===== config.mk =====
export PLATFORM = sky130hd
export DESIGN_NAME = instr_encoder_loader_flat
export DESIGN_NICKNAME = d
export VERILOG_FILES = /design/src/rtl/instr_encoder_loader_if.sv /design/src/rtl/instr_encoder_loader.sv /design/src/flat_wrapper.sv
export SDC_FILE = /design/constraint.sdc
export NUM_CORES = 1
export LEC_CHECK = 0
export BUFFER_PORTS_ARGS = -buffer_cell sky130_fd_sc_hd__buf_2
export CORE_MARGIN = 3
export CORE_UTILIZATION = 49
export CTS_CLUSTER_SIZE = 30
export DETAILED_ROUTE_END_ITERATION = 7
export HOLD_SLACK_MARGIN = 0.06
export PLACE_DENSITY = 0.86
export SYNTH_ARGS = -nofsm -noshare
export SYNTH_HDL_FRONTEND = slang
export SYNTH_SLANG_ARGS = --single-unit
export TNS_END_PERCENT = 50

===== constraint.sdc =====
create_clock -name i_clk -period 3.4 [get_ports i_clk]
set_input_delay 0.51 -clock i_clk [delete_from_list [all_inputs] [get_ports i_clk]]
set_output_delay 0.51 -clock i_clk [all_outputs]
set_load 0.05 [all_outputs]

===== src/rtl/instr_encoder_loader_if.sv =====
// Request and instruction-memory write bus for the MIPS instruction encoder/loader.
// The master drives requests and the slave (the encoder) drives the IM write port.
interface instr_encoder_loader_if #(
    parameter int ADDR_W = 10
);
    logic              req_valid;
    logic              req_ready;
    logic [3:0]        req_op;
    logic [4:0]        req_rs;
    logic [4:0]        req_rt;
    logic [4:0]        req_rd;
    logic [4:0]        req_shamt;
    logic [15:0]       req_imm;
    logic [25:0]       req_target;
    logic              req_last;
    logic              im_we;
    logic [ADDR_W-1:0] im_addr;
    logic [31:0]       im_wdata;

    modport master (
        output req_valid, req_op, req_rs, req_rt, req_rd, req_shamt,
               req_imm, req_target, req_last,
        input  req_ready, im_we, im_addr, im_wdata
    );

    modport slave (
        input  req_valid, req_op, req_rs, req_rt, req_rd, req_shamt,
               req_imm, req_target, req_last,
        output req_ready, im_we, im_addr, im_wdata
    );
endinterface


===== src/rtl/instr_encoder_loader.sv =====
// Packs one symbolic MIPS operation per handshake into a 32-bit word and writes
// it to consecutive IM addresses.  state | meaning: IDLE accept | WRITE strobe IM | DONE sticky end.
module instr_encoder_loader #(
    parameter int ADDR_W    = 10,
    parameter int BASE_ADDR = 0
) (
    input  logic                   i_clk,
    input  logic                   i_reset,
    instr_encoder_loader_if.slave  bus,
    output logic [ADDR_W:0]        o_count,
    output logic                   o_done,
    output logic                   o_err_op,
    output logic                   o_err_full
);
    typedef enum logic [1:0] {S_IDLE, S_WRITE, S_DONE} state_t;

    localparam logic [ADDR_W-1:0] L_BASE = ADDR_W'(BASE_ADDR);
    localparam logic [ADDR_W-1:0] L_LAST = '1;

    state_t            r_state;
    logic              r_ready;
    logic              r_we;
    logic [ADDR_W-1:0] r_ptr;
    logic [31:0]       r_wdata;
    logic              r_last;
    logic [ADDR_W:0]   r_count;
    logic              r_done;
    logic              r_err_op;
    logic              r_err_full;

    logic [31:0]       w_enc;
    logic              w_legal;

    // Only the fields an op actually uses are concatenated; everything else is zero.
    always_comb begin
        w_enc   = '0;
        w_legal = 1'b1;
        case (bus.req_op)
            4'd0:    w_enc = 32'h0000_0000;
            4'd1:    w_enc = {6'h00, bus.req_rs, bus.req_rt, bus.req_rd, 5'd0, 6'h21};
            4'd2:    w_enc = {6'h00, bus.req_rs, bus.req_rt, bus.req_rd, 5'd0, 6'h23};
            4'd3:    w_enc = {6'h00, 5'd0, bus.req_rt, bus.req_rd, bus.req_shamt, 6'h00};
            4'd4:    w_enc = {6'h00, bus.req_rs, 15'd0, 6'h08};
            4'd5:    w_enc = {6'h0D, bus.req_rs, bus.req_rt, bus.req_imm};
            4'd6:    w_enc = {6'h23, bus.req_rs, bus.req_rt, bus.req_imm};
            4'd7:    w_enc = {6'h2B, bus.req_rs, bus.req_rt, bus.req_imm};
            4'd8:    w_enc = {6'h04, bus.req_rs, bus.req_rt, bus.req_imm};
            4'd9:    w_enc = {6'h0F, 5'd0, bus.req_rt, bus.req_imm};
            4'd10:   w_enc = {6'h03, bus.req_target};
            default: w_legal = 1'b0;
        endcase
    end

    always_ff @(posedge i_clk) begin
        if (i_reset) begin
            r_state    <= S_IDLE;
            r_ready    <= 1'b1;
            r_we       <= 1'b0;
            r_ptr      <= L_BASE;
            r_wdata    <= '0;
            r_last     <= 1'b0;
            r_count    <= '0;
            r_done     <= 1'b0;
            r_err_op   <= 1'b0;
            r_err_full <= 1'b0;
        end else begin
            case (r_state)
                S_IDLE: begin
                    if (bus.req_valid && r_ready) begin
                        if (w_legal) begin
                            r_wdata <= w_enc;
                            r_last  <= bus.req_last;
                            r_we    <= 1'b1;
                            r_ready <= 1'b0;
                            r_state <= S_WRITE;
                        end else begin
                            r_err_op <= 1'b1;
                        end
                    end
                end
                S_WRITE: begin
                    r_we    <= 1'b0;
                    r_count <= r_count + (ADDR_W+1)'(1);
                    if (r_last) begin
                        r_done  <= 1'b1;
                        r_state <= S_DONE;
                        if (r_ptr != L_LAST) r_ptr <= r_ptr + ADDR_W'(1);
                    end else if (r_ptr == L_LAST) begin
                        // Top of IM reached: stop rather than wrap onto earlier words.
                        r_done     <= 1'b1;
                        r_err_full <= 1'b1;
                        r_state    <= S_DONE;
                    end else begin
                        r_ptr   <= r_ptr + ADDR_W'(1);
                        r_ready <= 1'b1;
                        r_state <= S_IDLE;
                    end
                end
                S_DONE: begin
                    r_ready <= 1'b0;
                    r_we    <= 1'b0;
                end
                default: begin
                    r_state <= S_IDLE;
                    r_ready <= 1'b1;
                    r_we    <= 1'b0;
                end
            endcase
        end
    end

    assign bus.req_ready = r_ready;
    assign bus.im_we     = r_we;
    assign bus.im_addr   = r_ptr;
    assign bus.im_wdata  = r_wdata;
    assign o_count       = r_count;
    assign o_done        = r_done;
    assign o_err_op      = r_err_op;
    assign o_err_full    = r_err_full;
endmodule


===== src/flat_wrapper.sv =====
// flat-port wrapper written by rule: the top's interface ports become plain ports
module instr_encoder_loader_flat 
#(
    parameter int ADDR_W    = 10,
    parameter int BASE_ADDR = 0
)
  (i_clk, i_reset, o_count, o_done, o_err_op, o_err_full, bus_req_valid, bus_req_op, bus_req_rs, bus_req_rt, bus_req_rd, bus_req_shamt, bus_req_imm, bus_req_target, bus_req_last, bus_req_ready, bus_im_we, bus_im_addr, bus_im_wdata);
  instr_encoder_loader_if #(.ADDR_W(ADDR_W)) bus_i ();
  input  logic i_clk;
  input  logic i_reset;
  output logic [ADDR_W:0] o_count;
  output logic o_done;
  output logic o_err_op;
  output logic o_err_full;
  input wire logic [$bits(bus_i.req_valid)-1:0] bus_req_valid;
  input wire logic [$bits(bus_i.req_op)-1:0] bus_req_op;
  input wire logic [$bits(bus_i.req_rs)-1:0] bus_req_rs;
  input wire logic [$bits(bus_i.req_rt)-1:0] bus_req_rt;
  input wire logic [$bits(bus_i.req_rd)-1:0] bus_req_rd;
  input wire logic [$bits(bus_i.req_shamt)-1:0] bus_req_shamt;
  input wire logic [$bits(bus_i.req_imm)-1:0] bus_req_imm;
  input wire logic [$bits(bus_i.req_target)-1:0] bus_req_target;
  input wire logic [$bits(bus_i.req_last)-1:0] bus_req_last;
  output wire logic [$bits(bus_i.req_ready)-1:0] bus_req_ready;
  output wire logic [$bits(bus_i.im_we)-1:0] bus_im_we;
  output wire logic [$bits(bus_i.im_addr)-1:0] bus_im_addr;
  output wire logic [$bits(bus_i.im_wdata)-1:0] bus_im_wdata;
  assign bus_i.req_valid = bus_req_valid;
  assign bus_i.req_op = bus_req_op;
  assign bus_i.req_rs = bus_req_rs;
  assign bus_i.req_rt = bus_req_rt;
  assign bus_i.req_rd = bus_req_rd;
  assign bus_i.req_shamt = bus_req_shamt;
  assign bus_i.req_imm = bus_req_imm;
  assign bus_i.req_target = bus_req_target;
  assign bus_i.req_last = bus_req_last;
  assign bus_req_ready = bus_i.req_ready;
  assign bus_im_we = bus_i.im_we;
  assign bus_im_addr = bus_i.im_addr;
  assign bus_im_wdata = bus_i.im_wdata;
  instr_encoder_loader #(.ADDR_W(ADDR_W), .BASE_ADDR(BASE_ADDR)) u_core (.i_clk(i_clk), .i_reset(i_reset), .bus(bus_i), .o_count(o_count), .o_done(o_done), .o_err_op(o_err_op), .o_err_full(o_err_full));
endmodule

==> results of run 1 <==
[per-stage QoR]
stage / power (mW) / util [%] / instances / hold WS [ns]
6_report: 1.830 / 67.90 / 529 / 0.4017
2_1_floorplan: 1.006 / - / 333 / 0.4626
4_1_cts: 1.845 / 67.90 / 529 / 0.3764
5_1_grt: 1.911 / 67.90 / 529 / 0.3847
3_3_place_gp: 1.097 / 63.76 / 513 / 0.4400
3_5_place_dp: 1.104 / 63.76 / 513 / 0.4470
[how the worst max path moves through the flow]
stage / depth (start not counted) / slack (ns) / to / startpoint
2_1_floorplan: 5 / 1.43 / u_core.bus.req_ready$_SDFFE_PP1P_ / u_core.bus.im_addr[0]$_SDFFE_PP0P_
3_3_place_gp: 6 / 1.14 / u_core.bus.im_wdata[3]$_SDFFE_PP0P_ / bus_req_op[1]
3_5_place_dp: 6 / 1.07 / u_core.bus.im_wdata[2]$_SDFFE_PP0P_ / bus_req_op[1]
4_1_cts: 6 / 1.44 / u_core.bus.im_wdata[2]$_SDFFE_PP0P_ / bus_req_op[1]
5_1_grt: 6 / 1.25 / u_core.bus.im_wdata[19]$_SDFFE_PP0P_ / bus_req_op[1]
6_report: 6 / 1.37 / u_core.bus.im_wdata[2]$_SDFFE_PP0P_ / bus_req_op[1]
[final cells by class]
cell class              instances  area, µm²  area share (%)
repair buffers                129      653.1           16.95
inverters                       8      30.03          0.7792
well taps                      72      90.09           2.338
clock inverters                 4      70.07           1.818
multi-input cells             244       1644           42.66
flip-flops and latches         60       1201           31.17
clock buffers                  12      165.2           4.286
[power by group through the flow]
stage	Combinational (mW)	Clock (mW)	Sequential, mW
2_1_floorplan	0.137	0	0.868
3_3_place_gp	0.328	0	0.769
3_5_place_dp	0.334	0	0.769
4_1_cts	0.335	0.756	0.755
5_1_grt	0.361	0.792	0.759
6_report	0.334	0.741	0.755
[critical path: stages]
cell     delay, ns
buf_2         0.34
a21oi_1       0.20
o21a_1        0.21
buf_4         0.23
nor2_1        0.56
a22o_1        0.25
[cells in the final DEF, fill, tap and decap left out, types with 6 or more instances in the layout]
cell type / n
buf_2: 126
dfxtp_1: 60
nor2_1: 37
a21oi_1: 21
nand2_1: 18
a22o_1: 15
a211oi_1: 13
clkbuf_8: 12
o21ai_0: 11
nand2b_1: 10
nor2b_1: 8
xor2_1: 8
inv_1: 7
a22oi_1: 7
nor3b_1: 6
a221o_1: 6
[metal layers]
layer,GRT usage (%),vias up,wire (µm)
met5,0,-,0
met4,7.602,0,52
met3,6.120,7,575
met2,37.89,124,3881
met1,26.99,1356,3436
li1,-,1486,-
[cell families (layout without fill, tap and decap cells)]
| kind of cell | Yosys count | count (layout) | share of synthesized area (%) |
|---|---|---|---|
| AO/OA/AOI/OAI | 113 | 113 | 28.16 |
| XOR/XNOR | 10 | 10 | 2.946 |
| flip-flops | 60 | 60 | 40.40 |
| multiplexers | 5 | 5 | 1.726 |
| adder cells (fa/ha/maj) | 2 | 2 | 0.8416 |
| AND/OR/NAND/NOR | 113 | 113 | 21.51 |
| buffers and inverters | 29 | 153 | 4.293 |
| other | 1 | 1 | 0.1261 |
[flip-flops by register name (all words and copies together), names as in the netlist, 2 cells and up]
name / cells
u_core.r_state: 2
u_core.bus.im_wdata: 31
u_core.o_count: 11
u_core.bus.im_addr: 10
==> reports/summary.txt, run 1 <==
IO buf count = 126
Post-CTS Resized = 0
Critical Path RT = 3.67 ns
Iteration-0 DRC Markers = 107
Largest net degree at the start of global routing = 46
P per Cell Area = 475.0 mW/mm²
Die Span X = 83.89 µm
Hold bufs inserted after CTS = 0
Startpoint types = primary input
Fill count = 466
Syn_nets = 405
Gr usage total = 22.28%
Design area = 0.003854 mm²
Status = finished clean
Synth Instances = 333
Final-report hold violation count = 0
H-tree Lvls = 3
Critical setup path kind = in2reg
Reg2Reg Depth = 5
Reg clk slew, reported paths = 0.07 ns
Num Clock Sinks = 60
CTS Buf Count = 9
Clk root buf = clkbuf_8
Post-synth EDFFs = 0
TritonCTS clock tree = done
Initial antenna violation count = 0
TNS Setup = 0 ns
Arrival @ worst endpoint = 2.30 ns
Top post-synthesis cells by area = dfxtp_1 40%, nor2_1 4.7%, a22o_1 4.4%
Comb pwr share = 18.3%
Die ar. = 0.007038 mm²
Unrepaired setup endpoints after global routing = false
Vias = 2,973
Sw Share = 28.12%
Final setup margin = 1.372 ns
I/O pin count = 128
Worst Setup End Kind = register
Int Pwr = 1.316 mW
Sequential power share = 41.2%
Post-synthesis register bit count = 60
Most instantiated cells after synthesis = 60 x dfxtp_1, 37 x nor2_1, 21 x a21oi_1
FF-to-FF End = u_core.bus.im_wdata[2]$_SDFFE_PP0P_
Post CTS Setup Buffer Count = 0
Crit path max fanout = 31
Switching pwr = 0.5147 mW
Global-route wire length before repair = 12,910 µm
Avg Inst Size Synth = 8.927 µm²
Area growth, synth to finish = 29.63%
Dpl hpwl = 5921 µm
Routed WL = 7946 µm
Final Setup Violations = 0
Slew Limit Fails = 0
Router iterations before antenna repair = 4
R2r setup slk = 1.41 ns
Synthesized cell area = 0.002973 mm²
Post-synth top area share = 40.40%
HP Start = bus_req_rs[1]
Ys Warns = 0
Die Height = 83.89 µm
Final Wtd Congestion = 0.8539
Peak supply drop = 0.2570 mV
Hold Crit Class = in2reg
Top FF cell, synth = dfxtp_1
Post-synth ARST share = 0%
Synth cell types = 61
Clock Skew = 0.005458 ns
Wirelength per Cell = 15.02 µm
Vias per cell = 5.620
Post-synthesis sequential area ratio = 40.40%
Initial core utilization = 52.38%
Fmax = 493.0 MHz
Final period utilization = 59.66%
Setup WS pre-CTS = 1.074 ns
Lkg Pwr = 1.726 nW
Core area = 0.005675 mm²
Post-synth top area cell = dfxtp_1
MaxCap Viol Count = 0
Hold Crit Endpoint = u_core.bus.im_wdata[22]$_SDFFE_PP0P_
# diodes = 0
Clock share of power = 40.5%
Count leader, synth = dfxtp_1
Placed Area = 0.003618 mm²
Final Critical Period = 2.028 ns
Row count = 27
Remaining DRCs = 0
Clk buf depth = 2
Relative slew slack = 53.92%
Net count reported at finish = 524
Routed Antenna Nets = 0
Clk_lat worst skew = 0.33 ns
Least-Margin Pin Slew = 0.6887 ns
Total gr overflow = 0
Hold depth = 2
Number of global-route vias before repair = 2,773
Share of layout cells above drive strength 1 = 34.35%
R2r startpoint = u_core.r_state[0]$_SDFFE_PP0P_
No activity file was read; power rests on OpenSTA's default activity.
==> run 2: changes to the inputs <==
CORE_UTILIZATION = 48   (was 49)
PLACE_DENSITY = 0.85   (was 0.86)
clock period = 1.9 ns   (was 3.4 ns; I/O delays follow)
==> run 2 against run 1 <==
Clock power rose by 32%. Total power up 61%. Register-to-register slack worse by 1.3 ns. Combinational power is 84% higher. Clock-buffer cell count increased by 2. Sequential share of layout area shrank 0.066 points. Utilization decreased by 2.9 points. Clock skew is 0.0034 ns higher. Sequential power rose by 79%. Setup slack got worse by 1.2 ns. Critical path type is now reg2reg. Critical endpoint is now u_core.bus.im_wdata[20]$_SDFFE_PP0P_. Largest power group unchanged.
==> reports/summary.txt, run 2 (same netlist as run 1, synthesis figures left out) <==
Status = finished clean
Clk root buf = clkbuf_8
Comb pwr share = 20.9%
Die ar. = 0.007174 mm²
Largest net degree at the start of global routing = 50
Final setup margin = 0.1498 ns
Clock share of power = 33.2%
Routed WL = 7715 µm
Sw Share = 30.86%
Design area = 0.003870 mm²
Power Total = 2.942 mW
Critical Path RT = 2.18 ns
Critical-path cell list = and4bb_2 > o21a_1 > nor2_1 > a22o_1
Peak supply drop = 0.4056 mV
Number of global-route vias before repair = 2,789
Slowest CP cell = nor2_1
Area growth, synth to finish = 30.18%
Final Critical Period = 1.750 ns
H-tree Lvls = 3
R2r startpoint = u_core.r_state[0]$_SDFFE_PP0P_
Least-Margin Pin Slew = 0.7221 ns
Int Pwr = 2.034 mW
P per Cell Area = 760.3 mW/mm²
HP Start = i_reset
Router iterations before antenna repair = 4
Worst Setup End Kind = register
Routed Antenna Nets = 0
Num Clock Sinks = 60
Dpl hpwl = 5872 µm
IO buf count = 126
Initial core utilization = 49.92%
Clk buf depth = 2
CP max stage delay = 0.56 ns
Initial antenna violation count = 0
MaxCap Viol Count = 0
Share of layout cells above drive strength 1 = 35.47%
Clock Skew = 0.008871 ns
Vias = 3,005
Hold Worst Slack = 0.1629 ns
Final Setup Violations = 0
Arrival @ worst endpoint = 2.03 ns
I/O pin count = 128
Die Span X = 84.70 µm
Critical setup path kind = reg2reg
Total gr overflow = 0
Remaining DRCs = 0
Core area = 0.005956 mm²
Clk_lat worst skew = 0.33 ns
Placed Cells = 527
Reg2Reg Depth = 4
Sequential power share = 45.9%
Unrepaired setup endpoints after global routing = false
Final-report hold violation count = 0
Hold Crit Class = in2reg
Slew Limit Fails = 0
TritonCTS clock tree = done
Max reg flops = 31
Post CTS Setup Buffer Count = 0
Lkg Pwr = 1.745 nW
Hold bufs inserted after CTS = 0
TNS Setup = 0 ns
Die Height = 84.70 µm
Iteration-0 DRC Markers = 81
Final std cells w/o fill = 543
CP top delay family = simple AND/OR/NAND/NOR gates
Gr usage total = 21.80%
Post-CTS Resized = 0
FF-to-FF End = u_core.bus.im_wdata[20]$_SDFFE_PP0P_
Reg clk slew, reported paths = 0.06 ns
Setup WS pre-CTS = 0.08621 ns
Hold Crit Endpoint = u_core.bus.im_wdata[27]$_SDFFE_PP0P_
Layout Utilization = 64.98%
Commonest non-fill, non-tap cells in the layout = 126 x buf_2, 58 x dfxtp_1, 37 x nor2_1
R2r setup slk = 0.15 ns
Vias per cell = 5.534
Placed Area = 0.003707 mm²
Row count = 28
Hold depth = 2
Crit path max fanout = 11
Fmax = 571.4 MHz
Wirelength per Cell = 14.21 µm
Final Wtd Congestion = 0.8966
Setup crit start = u_core.r_state[0]$_SDFFE_PP0P_
Startpoint types = register
CP Buf/Inv Count = 0
CTS Buf Count = 9
Switching pwr = 0.9079 mW
Relative slew slack = 51.68%
Most common cell after layout, fill and taps aside = buf_2
Global-route wire length before repair = 12,680 µm
Final period utilization = 92.12%
Net count reported at finish = 535
# diodes = 0
## run 2: cell type report
cell class              count  area [µm²]
flip-flops and latches     60        1204
well taps                  75       93.84
fillers                   512        2086
inverters                   8       30.03
clock inverters             2       10.01
clock buffers              14       152.6
multi-input cells         244        1644
repair buffers            140       735.7
## run 2: worst max-delay path by stage
| stage | to | slack (ns) | cells past startpoint |
|---|---|---|---|
| 3_5_place_dp | u_core.bus.im_wdata[20]$_SDFFE_PP0P_ | 0.09 | 5 |
| 4_1_cts | u_core.bus.im_wdata[20]$_SDFFE_PP0P_ | 0.15 | 4 |
| 6_report | u_core.bus.im_wdata[20]$_SDFFE_PP0P_ | 0.15 | 4 |
| 5_1_grt | u_core.bus.im_wdata[20]$_SDFFE_PP0P_ | 0.04 | 4 |
| 2_1_floorplan | u_core.bus.req_ready$_SDFFE_PP1P_ | 0.05 | 4 |
| 3_3_place_gp | u_core.bus.im_wdata[4]$_SDFFE_PP0P_ | 0.18 | 5 |
## run 2: power groups by stage
stage / Clock [mW] / Sequential, mW / Combinational [mW]
floorplan: 0 / 1.55 / 0.246
global placement: 0 / 1.38 / 0.606
detailed placement: 0 / 1.38 / 0.615
CTS: 1.00 / 1.35 / 0.615
global route: 1.06 / 1.36 / 0.663
finish: 0.977 / 1.35 / 0.614
## run 2: per-layer routing
metal | up-vias | global-route usage, % | share of wire [%]
met2 | 110 | 34.59 | 46
met1 | 1370 | 27.27 | 44
met5 | - | 0 | 0
li1 | 1509 | - | -
met3 | 16 | 6.183 | 7.3
met4 | 0 | 10.36 | 2.3
==> run 3: changes to the inputs <==
ABC_AREA = 1   (was not set)
PLACE_DENSITY = 0.84   (was 0.85)
==> run 3 against run 2 <==
Sequential power is essentially flat. Clock power increased by 40%. Synthesized area rose by 4.7%. Routed wire length is 6.5% higher. Global-route usage increased by 0.94 points. Worst hold slack better by 0.053 ns. Die area grew 4.4%. Clock-buffer cell count is 5 lower. Largest power group is now clock.
==> reports/summary.txt, run 3 <==
Final Wtd Congestion = 0.8487
Core area = 0.006096 mm²
TNS Setup = 0 ns
Largest net degree at the start of global routing = 39
Final Critical Period = 1.644 ns
Synth Instances = 465
Top post-synthesis cells by area = dfxtp_1 39%, nand2_1 20%, inv_1 5.8%
Wirelength per Cell = 12.28 µm
Int Pwr = 2.365 mW
Clock share of power = 40.7%
IO buf count = 126
Share of layout cells above drive strength 1 = 29.46%
Gr usage total = 22.74%
Peak supply drop = 0.5010 mV
Final-report hold violation count = 0
Post-synthesis register bit count = 60
TritonCTS clock tree = done
Switching pwr = 1.003 mW
Final setup margin = 0.2564 ns
Vias = 3,271
Initial antenna violation count = 0
Clk root buf = clkbuf_8
Arrival @ worst endpoint = 1.83 ns
Row count = 28
Worst Setup End Kind = register
Layout Utilization = 65.23%
Synthesized cell area = 0.003113 mm²
Die Height = 86.53 µm
Area growth, synth to finish = 27.73%
I/O pin count = 128
Number of global-route vias before repair = 3,025
Post-synth top area cell = dfxtp_1
Startpoint types = register
Sequential power share = 40.3%
Vias per cell = 4.889
Total gr overflow = 0
Post CTS Setup Buffer Count = 0
Max reg flops = 31
Placed Area = 0.003732 mm²
Post-synth EDFFs = 0
Syn_nets = 537
Final Setup Violations = 0
Hold Worst Slack = 0.2160 ns
Clk_lat worst skew = 0.34 ns
MaxCap Viol Count = 0
Initial core utilization = 51.07%
Num Clock Sinks = 60
Hold Crit Class = in2reg
Reg clk slew, reported paths = 0.08 ns
Global-route wire length before repair = 13,690 µm
Comb pwr share = 19.0%
CTS Buf Count = 9
Slew Limit Fails = 0
Post-synth ARST share = 0%
Net count reported at finish = 661
P per Cell Area = 847.0 mW/mm²
Most common cell after layout, fill and taps aside = nand2_1
Lkg Pwr = 1.979 nW
Synth cell types = 32
Routed WL = 8216 µm
Critical Path RT = 2.09 ns
Avg Inst Size Synth = 6.695 µm²
Router iterations before antenna repair = 4
Fmax = 608.4 MHz
Final period utilization = 86.50%
Crit path max fanout = 10
Commonest non-fill, non-tap cells in the layout = 167 x nand2_1, 126 x buf_2, 60 x dfxtp_1
H-tree Lvls = 3
Relative slew slack = 55.27%
Status = finished clean
Die ar. = 0.007487 mm²
Clock Skew = 0.01176 ns
Most instantiated cells after synthesis = 167 x nand2_1, 60 x dfxtp_1, 48 x inv_1
# diodes = 0
Dpl hpwl = 6179 µm
Post-synthesis sequential area ratio = 38.59%
Clk buf depth = 2
Post-synth top area share = 38.59%
Iteration-0 DRC Markers = 126
Remaining DRCs = 0
Setup WS pre-CTS = 0.2633 ns
Ys Warns = 0
Least-Margin Pin Slew = 0.6703 ns
Sw Share = 29.79%
Count leader, synth = nand2_1
Design area = 0.003976 mm²
Critical setup path kind = reg2reg
Routed Antenna Nets = 0
Die Span X = 86.53 µm
Unrepaired setup endpoints after global routing = false
Top FF cell, synth = dfxtp_1
-- run 3: changes by cell type after synthesis, moves of 10 or more --
cell | previous run | this run
inv_1 | 7 | 48
nand2b_1 | 10 | 0
a211oi_1 | 13 | 0
a22o_1 | 15 | 0
nand2_1 | 18 | 167
nand3_1 | 4 | 25
-- run 3: final cells by class --
cell class,instances,area (µm²)
Timing Repair Buffer,128,645.6
Clock buffer,9,123.9
Multi-Input combinational cell,337,1593
Clock inverter,7,115.1
Inverter,53,203.9
Tap cell,75,93.84
Fill cell,562,2120
Sequential cell,60,1201
-- run 3: cell families (layout without fill, tap and decap cells) --
| kind of cell | after synthesis | after routing | share of synthesized area [%] |
|---|---|---|---|
| adder cells (fa/ha/maj) | 2 | 2 | 0.8037 |
| XOR/XNOR | 2 | 2 | 0.5628 |
| AND/OR/NAND/NOR | 264 | 264 | 36.54 |
| other | 1 | 1 | 0.1205 |
| flip-flops | 60 | 60 | 38.59 |
| AO/OA/AOI/OAI | 68 | 68 | 12.98 |
| buffers and inverters | 68 | 197 | 10.41 |
-- run 3: final timing paths --
check | from | to | slack [ns] | cells after the start
max reg2reg | u_core.bus.im_addr[0]$_SDFFE_PP0P_ | u_core.bus.im_addr[7]$_SDFFE_PP0P_ | 0.26 | 8
min | bus_req_last | u_core.r_last$_SDFFE_PP0P_ | 0.22 | 3
min reg2reg | u_core.o_err_op$_SDFFE_PP0P_ | u_core.o_err_op$_SDFFE_PP0P_ | 0.45 | 2
max | u_core.bus.im_addr[0]$_SDFFE_PP0P_ | u_core.bus.im_addr[7]$_SDFFE_PP0P_ | 0.26 | 8
-- run 3: repair_timing --
item                       CTS  global route
setup endpoints to repair    0             1
hold buffers                 0             0
resized for setup            0             1
-- run 3: metrics by stage --
stage | instances | total power, mW
2_1_floorplan | 465 | 1.859
3_3_place_gp | 653 | 2.014
3_5_place_dp | 653 | 2.028
4_1_cts | 669 | 3.386
5_1_grt | 669 | 3.530
6_report | 669 | 3.368
-- run 3: metal layers --
metal / wire length, µm / up-vias / global-route usage [%] / part of all wire, %
met5: 0 / - / 0 / 0
met4: 77 / 0 / 6.941 / 0.94
met3: 585 / 5 / 5.038 / 7.1
met2: 3894 / 128 / 38.11 / 47
met1: 3659 / 1427 / 29.20 / 45
li1: - / 1711 / - / -
-- run 3: worst max-delay path, stage by stage (launching register included) --
cell	delay (ns)
dfxtp_1	0.40
ha_1	0.22
nand2_1	0.09
nor3_2	0.27
nand2_1	0.15
nand2_4	0.14
inv_2	0.09
nand2_1	0.08
a21oi_1	0.07
-- run 3: power by group through the flow --
stage | clock (mW) | combinational [mW] | sequential [mW]
floorplan | 0 | 0.281 | 1.58
global placement | 0 | 0.630 | 1.38
detailed placement | 0 | 0.641 | 1.39
CTS | 1.39 | 0.642 | 1.36
global route | 1.46 | 0.701 | 1.37
finish | 1.37 | 0.640 | 1.36
